File: src/rtl/truth_table_prober.sv
// Truth-table prober: steps a gate through all 2**N_IN input rows and majority-votes its output into a hex code.
// Optional per-row stability flags are built only when TTP_STABILITY_CHECK_EN is defined.
module truth_table_prober #(
    parameter int N_IN          = 3,
    parameter int SETTLE_CYCLES = 4,
    parameter int SAMPLES       = 3
) (
    input  logic                 clk,
    input  logic                 rst,
    input  logic                 start,
    output logic                 busy,
    output logic                 done,
    output logic [N_IN-1:0]      dut_in,
    input  logic                 dut_out,
    output logic [2**N_IN-1:0]   code,
    output logic [2**N_IN-1:0]   unstable
);
    localparam int ROWS  = 2 ** N_IN;
    localparam int SET_W = $clog2(SETTLE_CYCLES + 1);
    localparam int SMP_W = $clog2(SAMPLES + 1);

    typedef enum logic [1:0] {
        ST_IDLE   = 2'd0,
        ST_SETTLE = 2'd1,
        ST_SAMPLE = 2'd2,
        ST_DONE   = 2'd3
    } state_t;

    state_t            state_d, state_q;
    logic [N_IN-1:0]   row_d, row_q;
    logic [SET_W-1:0]  set_cnt_d, set_cnt_q;
    logic [SMP_W-1:0]  smp_cnt_d, smp_cnt_q;
    logic [SMP_W-1:0]  ones_cnt_d, ones_cnt_q;
    logic              busy_d, busy_q;
    logic              done_d, done_q;
    logic [ROWS-1:0]   code_d, code_q;

    logic [SMP_W-1:0]  ones_tot_s;
    logic              last_set_s;
    logic              last_smp_s;
    logic              last_row_s;
    logic              row_bit_s;
    logic [N_IN-1:0]   bit_idx_s;

    // Majority over the full count including the sample taken this cycle.
    function automatic logic majority(input logic [SMP_W-1:0] ones);
        return ({1'b0, ones, 1'b0} > (SMP_W + 2)'(SAMPLES));
    endfunction

    assign ones_tot_s = ones_cnt_q + SMP_W'(dut_out);
    assign last_set_s = (set_cnt_q == SET_W'(SETTLE_CYCLES - 1));
    assign last_smp_s = (smp_cnt_q == SMP_W'(SAMPLES - 1));
    assign last_row_s = (row_q == N_IN'(ROWS - 1));
    assign bit_idx_s  = N_IN'(ROWS - 1) - row_q;
    assign row_bit_s  = majority(ones_tot_s);

    // Next-state logic for the row sweep and result assembly.
    always_comb begin
        state_d    = state_q;
        row_d      = row_q;
        set_cnt_d  = set_cnt_q;
        smp_cnt_d  = smp_cnt_q;
        ones_cnt_d = ones_cnt_q;
        busy_d     = busy_q;
        done_d     = 1'b0;
        code_d     = code_q;
        case (state_q)
            ST_IDLE: begin
                if (start) begin
                    state_d    = ST_SETTLE;
                    row_d      = {N_IN{1'b0}};
                    set_cnt_d  = {SET_W{1'b0}};
                    smp_cnt_d  = {SMP_W{1'b0}};
                    ones_cnt_d = {SMP_W{1'b0}};
                    busy_d     = 1'b1;
                    code_d     = {ROWS{1'b0}};
                end else begin
                    state_d = ST_IDLE;
                end
            end
            ST_SETTLE: begin
                if (last_set_s) begin
                    set_cnt_d = {SET_W{1'b0}};
                    state_d   = ST_SAMPLE;
                end else begin
                    set_cnt_d = set_cnt_q + SET_W'(1);
                end
            end
            ST_SAMPLE: begin
                if (last_smp_s) begin
                    smp_cnt_d         = {SMP_W{1'b0}};
                    ones_cnt_d        = {SMP_W{1'b0}};
                    code_d[bit_idx_s] = row_bit_s;
                    if (!last_row_s) begin
                        row_d   = row_q + N_IN'(1);
                        state_d = ST_SETTLE;
                    end else begin
                        state_d = ST_DONE;
                        done_d  = 1'b1;
                        busy_d  = 1'b0;
                    end
                end else begin
                    smp_cnt_d  = smp_cnt_q + SMP_W'(1);
                    ones_cnt_d = ones_tot_s;
                end
            end
            ST_DONE: begin
                state_d = ST_IDLE;
            end
            default: begin
                state_d = ST_IDLE;
                busy_d  = 1'b0;
            end
        endcase
    end

    // State and output registers.
    always_ff @(posedge clk or posedge rst) begin
        if (rst) begin
            state_q    <= ST_IDLE;
            row_q      <= {N_IN{1'b0}};
            set_cnt_q  <= {SET_W{1'b0}};
            smp_cnt_q  <= {SMP_W{1'b0}};
            ones_cnt_q <= {SMP_W{1'b0}};
            busy_q     <= 1'b0;
            done_q     <= 1'b0;
            code_q     <= {ROWS{1'b0}};
        end else begin
            state_q    <= state_d;
            row_q      <= row_d;
            set_cnt_q  <= set_cnt_d;
            smp_cnt_q  <= smp_cnt_d;
            ones_cnt_q <= ones_cnt_d;
            busy_q     <= busy_d;
            done_q     <= done_d;
            code_q     <= code_d;
        end
    end

    // The row counter doubles as the gate stimulus, so dut_in holds the last row after a run.
    assign busy   = busy_q;
    assign done   = done_q;
    assign dut_in = row_q;
    assign code   = code_q;

`ifdef TTP_STABILITY_CHECK_EN
    logic [ROWS-1:0] unstable_d, unstable_q;

    function automatic logic disagree(input logic [SMP_W-1:0] ones);
        return (ones != {SMP_W{1'b0}}) && (ones != SMP_W'(SAMPLES));
    endfunction

    // Flag rows whose samples did not all agree, written alongside the code bit.
    always_comb begin
        unstable_d = unstable_q;
        if (state_q == ST_IDLE && start) begin
            unstable_d = {ROWS{1'b0}};
        end else if (state_q == ST_SAMPLE && last_smp_s) begin
            unstable_d[bit_idx_s] = disagree(ones_tot_s);
        end else begin
            unstable_d = unstable_q;
        end
    end

    // Stability flag register.
    always_ff @(posedge clk or posedge rst) begin
        if (rst) begin
            unstable_q <= {ROWS{1'b0}};
        end else begin
            unstable_q <= unstable_d;
        end
    end

    assign unstable = unstable_q;
`else
    assign unstable = {ROWS{1'b0}};
`endif

endmodule

File: config.mk
export PLATFORM = sky130hd
export DESIGN_NAME = truth_table_prober
export DESIGN_NICKNAME = d
export VERILOG_FILES = /design/src/rtl/truth_table_prober.sv
export SDC_FILE = /design/constraint.sdc
export NUM_CORES = 1
export LEC_CHECK = 0
export CAP_MARGIN = 20
export CORE_MARGIN = 2
export CORE_UTILIZATION = 34
export CTS_CLUSTER_SIZE = 28
export DETAILED_ROUTE_END_ITERATION = 7
export MAX_ROUTING_LAYER = met4
export SKIP_LAST_GASP = 1
export SLEW_MARGIN = 20
export SYNTH_ARGS = -nofsm -noshare
export SYNTH_HDL_FRONTEND = slang
export SYNTH_SLANG_ARGS = --single-unit
File: constraint.sdc
create_clock -name clk -period 1.78 [get_ports clk]
set_input_delay 0.356 -clock clk [delete_from_list [all_inputs] [get_ports clk]]
set_output_delay 0.356 -clock clk [all_outputs]
set_load 0.03 [all_outputs]
==> impl_metrics.yaml, run 1 <==
logic_synthesis:
  ys_seq_area_frac: 0.450
  synth_warnings: 0
  synth.distinct_cells: 40
  yosysTopAreaCellShare: 0.450
  syn_area_um2: 1220
  ys.flop_type: "dfrtp_1"
  ys_ff_latch: 22
  synth-edff-count: 0
  syn_area_per_cell_um2: 10.6
  yosys.area.top_type: "dfrtp_1"
  synthTopCellsByArea: "dfrtp_1, buf_4, ha_1"
  synthTopCellsByCount: "dfrtp_1, buf_4, nand2_1"
  postSynthCellCount: 115
  synthArstFlopShare: 1.00
  yosysMostFrequentCell: "dfrtp_1"
power:
  p_switching_uw: 246
  fin_total_pwr_uw: 935
  netSwitchingFraction: 0.263
  p_per_area_nw_per_um2: 636
  pwr-share-seq: 0.564
  internal_power_uw: 690
  p_leak_nw: 0.698
  clockPowerShare: 0.294
  ir_drop_mv: 0.298
  p_comb_frac: 0.141
min_path:
  hp-class: "in -> async"
clocking:
  cts_tree: "built"
  clkSlewWorstSetupHoldPaths_ps: 120
  cts.path.max_buffers: 2
  clkLatencyLatePin_ps: 310
  htreeDepth: 1
  cts-root-buf: "clkbuf_4"
  hold_buffers: 0
  cts_buffers: 3
  cts_sinks: 22
floorplanning:
  fp.dieH_um: 64.0
  coreArea_um2: 3390
  num_io_pins: 25
  die-width_um: 64.0
  row_count: 21
  die-area_um2: 4090
  initial_core_util: 0.361
critical_path:
  crit_slowest_cell: "clkdlybuf4s50_1"
  max_stage_delay_ps: 680
  timing.rr.end: "dut_in[0]"
  end_kind: "primary output"
  rr_worst_depth: 4
  cp_num_buf_inv: 1
  cp_max_fo: 2
  reg2reg_from: "dut_in[0]"
  crit_family: "buffers and inverters"
  r2r_slack_ps: 200
  cp-start-kind: "flop"
  crit_type: "reg -> out"
  crit_required_ps: 1420
  worstPathCellList: "clkdlybuf4s50_1"
  cp_data_arrival_time_ps: 1380
timing:
  whs_ps: 368
  period_needed_ps: 1730
  maxSlewViolCount: 0
  clock_skew_ps: 2.23
  finalCritPeriodShare: 0.974
  setup-tns-final_ps: 0
  finalHoldViolations: 0
  finalSetupViolations: 0
  rsz0062_at_grt: "no"
  fmax_mhz: 577
  layout_setup_ws_ps: 47.0
finish:
  nets: 145
  final_area_um2: 1470
  fillCellCount: 340
  utilization: 0.434
  antennaDiodeCount: 0
  drive_gt1_frac: 0.154
  area_growth_pct: 20.3
  stdcell_count: 182
global_routing:
  antenna_found_initial: 0
  grt_pass1_vias: 828
  gr-total-overflow: 0
  grt_pass1_wl_mm: 4.00
  track_usage: 0.128
  grt_max_degree: 23
placed_design:
  gp_congestion: 0.788
  dp_slack_ps: -106
  placed_area_um2: 1430
  placed_cells: 178
  io_buffers: 16
  hpwl_mm: 1.70
routing:
  routed_via_density: 4.96
  drt-total-wl_mm: 2.33
  vias: 902
  antenna_left: 0
  drc: 0
  firstDrtPassIters: 4
  routedWlPerCell_um: 12.8
  drtIter0Drc: 24
flow_run:
  drv_cap: 0
run_status:
  status: "finished, final reports clean"
cells by family after synthesis:
| family | Yosys count | synth area share |
|---|---|---|
| and+or+nand+nor | 33 | 0.165 |
| DFF | 22 | 0.450 |
| buffers and inverters | 21 | 0.103 |
| AOI/OAI and AO/OA | 29 | 0.196 |
| other | 1 | 0.00307 |
| muxes | 4 | 0.0348 |
| adders and majority gates | 4 | 0.0409 |
| xor gates and xnor gates | 1 | 0.00717 |
sequential cells by signal, indices dropped and copies added, names as in the netlist:
signal	cells
busy	1
code	8
done	1
dut_in	3
ones_cnt_q	2
set_cnt_q	3
smp_cnt_q	2
state_q	2
cell usage in the layout, fill, tap and decap left out, types with 3 or more instances in the layout:
cell type,Yosys,routed
a22o_1,5,5
buf_4,10,9
clkbuf_4,0,3
clkdlybuf4s50_1,0,10
conb_1,1,8
dfrtp_1,22,22
dlygate4sd2_1,0,3
dlymetal6s2s_1,0,3
ha_1,4,4
inv_1,6,6
nand2_1,8,8
nand2b_1,4,4
nand3_1,5,5
o211ai_1,4,4
o21ai_0,5,5
o31ai_1,3,3
cell type report:
cell class	instances	area, um^2	share of cell area
Tap cell	46	57.6	0.0391
Timing Repair Buffer	25	231	0.157
Inverter	6	22.5	0.0153
Multi-Input combinational cell	79	572	0.389
Clock buffer	4	36.3	0.0247
Sequential cell	22	551	0.374
power by group through the flow:
| stage | registers [mW] | clock network, mW | logic, mW |
|---|---|---|---|
| 2_1_floorplan | 0.571 | 0 | 0.0601 |
| 3_3_place_gp | 0.537 | 0 | 0.134 |
| 3_5_place_dp | 0.539 | 0 | 0.134 |
| 4_1_cts | 0.529 | 0.293 | 0.135 |
| 5_1_grt | 0.531 | 0.313 | 0.141 |
| 6_report | 0.528 | 0.275 | 0.132 |
repair_timing:
item                                    CTS  global route
resized for setup                         3             3
endpoints found under the hold margin     0             0
setup buffers                             0             0
endpoints found under the setup margin    3             3
routing by layer:
layer	routed length (um)	global-route usage	up-vias
met2	1140	0.204	20
li1	-	-	446
met3	111	0.0317	2
met1	1070	0.165	434
met5	0	-	-
met4	16	0.0245	0
worst register-to-register path, stage by stage (launching register included):
cell and delay (ps):
dfrtp_1 470, ha_1 230, ha_1 270, a22o_1 260
mux2_2 260
worst max-delay path by stage:
stage | to | depth (start not counted) | from
floorplan | code[6] | 4 | dut_in[2]
detailed placement | code[4] | 5 | dut_out
global placement | code[2] | 5 | start
finish | code[5] | 1 | code[5]
CTS | code[1] | 1 | code[1]
global route | code[5] | 1 | code[5]
No activity file was read; power rests on OpenSTA's default activity.
==> run 2: changes to the inputs <==
- GPL_ROUTABILITY_DRIVEN: unset -> 1
==> results of run 2 <==
The final DEF is identical to that of run 1; final timing and power are the same.
==> run 3: changes to the inputs <==
- CORE_ASPECT_RATIO: unset -> 0.75
- CORE_UTILIZATION: 34 -> 45
- PLACE_DENSITY: unset -> 0.71
==> run 3 against run 2 <==
  * Sequential power barely moved
  * Hold slack better by 2.1 ps
  * Clock skew rose by 1.6 ps
  * First-iteration DRC count unchanged
  * Clock power is 2% higher
  * Total power increased by 0.85%
  * Setup slack worse by 3.3 ps
  * Non-clock buffer count unchanged
  * Die area fell by 23%
  * Count of clock-buffer cells in the layout unchanged
  * Critical endpoint is now code[6]
==> impl_metrics.yaml, run 3 (synthesis results as in run 1) <==
finish:
  largest_reg_flops: 8
  nets: 145
  area_growth_pct: 19.2
  layout_commonest_cell: "dfrtp_1"
  antennaDiodeCount: 0
  stdcell_count: 172
  drive_gt1_frac: 0.154
  mostFrequentLayoutCells: "dfrtp_1, clkdlybuf4s50_1, buf_4, nand2_1, conb_1"
placed_design:
  gp_congestion: 0.804
  io_buffers: 16
  hpwl_mm: 1.86
  placed_cells: 168
clocking:
  cts_buffers: 3
  cts_setup_buffers: 0
  cts_tree: "built"
  cts-root-buf: "clkbuf_4"
  cts.path.max_buffers: 2
  htreeDepth: 1
  cts_resized: 3
  clkLatencyLatePin_ps: 310
  clkSlewWorstSetupHoldPaths_ps: 120
  cts_sinks: 22
  hold_buffers: 0
floorplanning:
  row_count: 16
  die-width_um: 64.2
  die-area_um2: 3150
  initial_core_util: 0.470
  coreArea_um2: 2600
  num_io_pins: 25
  fp.dieH_um: 49.1
timing:
  finalSetupViolations: 0
  whs_ps: 370
  clock_skew_ps: 3.82
  fmax_mhz: 576
  finalHoldViolations: 0
  maxSlewViolCount: 0
  rsz0062_at_grt: "no"
  period_needed_ps: 1740
  finalCritPeriodShare: 0.975
critical_path:
  max_stage_delay_ps: 680
  worstPathCellList: "clkdlybuf4s50_1"
  cp_data_arrival_time_ps: 1380
  crit_slowest_cell: "clkdlybuf4s50_1"
  cp_num_buf_inv: 1
  cp_max_fo: 2
  crit_family: "buffers and inverters"
  end_kind: "primary output"
  crit_type: "reg -> out"
  cp-start-kind: "flop"
  crit_required_ps: 1420
routing:
  drtIter0Drc: 24
  antenna_left: 0
  drt-total-wl_mm: 2.51
  vias: 911
  routed_via_density: 5.30
  firstDrtPassIters: 4
  drc: 0
  routedWlPerCell_um: 14.6
global_routing:
  grt_pass1_wl_mm: 4.41
  track_usage: 0.184
  grt_pass1_vias: 912
  grt_max_degree: 23
  antenna_found_initial: 0
  gr-total-overflow: 0
min_path:
  hp-class: "in -> async"
run_status:
  status: "finished, final reports clean"
power:
  p_leak_nw: 0.698
  p_per_area_nw_per_um2: 647
  ir_drop_mv: 0.530
  fin_total_pwr_uw: 943
flow_run:
  drv_cap: 0
[run 3: final cells by class]
| cell class | instances | area [um^2] |
|---|---|---|
| clock buffer | 4 | 36.3 |
| fill | 237 | 1140 |
| sequential | 22 | 551 |
| tap | 36 | 45.0 |
| timing repair buffer | 25 | 231 |
| multi-input combinational | 79 | 572 |
| inverter | 6 | 22.5 |
[run 3: worst paths after layout]
check	from	endpoint	slack, ps	cells after the start
worst min register to register	set_cnt_q[2]	set_cnt_q[2]	500	1
worst max-delay path	code[6]	code[6]	40	1
max in group asynchronous	rst	set_cnt_q[2]	1180	3
min in group clk	set_cnt_q[2]	set_cnt_q[2]	500	1
worst min-delay path	rst	code[2]	370	3
worst max register to register	state_q[0]	code[5]	150	4
[run 3: where the power goes]
group | switching, mW | internal, mW | leakage [nW] | total, mW
sequential | 0.0116 | 0.517 | 0.262 | 0.529
clock | 0.156 | 0.125 | 0.0210 | 0.281
combinational | 0.0862 | 0.0477 | 0.415 | 0.134
[run 3: per-layer routing]
layer,track usage,part of all wire
met1,0.253,0.47
met2,0.273,0.47
met3,0.0485,0.044
met4,0.0426,0.010
met5,-,0
[run 3: metrics by stage]
| stage | utilization | TNS (ps) | area, um^2 | setup slack [ps] |
|---|---|---|---|---|
| finish | 0.560 | 0 | 1460 | 43.7 |
| global route | 0.560 | 0 | 1460 | 3.37 |
| detailed placement | 0.545 | -452 | 1420 | -104 |
| floorplan | - | 0 | 1250 | 220 |
| CTS | 0.557 | 0 | 1450 | 10.9 |
| global placement | 0.545 | -340 | 1420 | -92.2 |
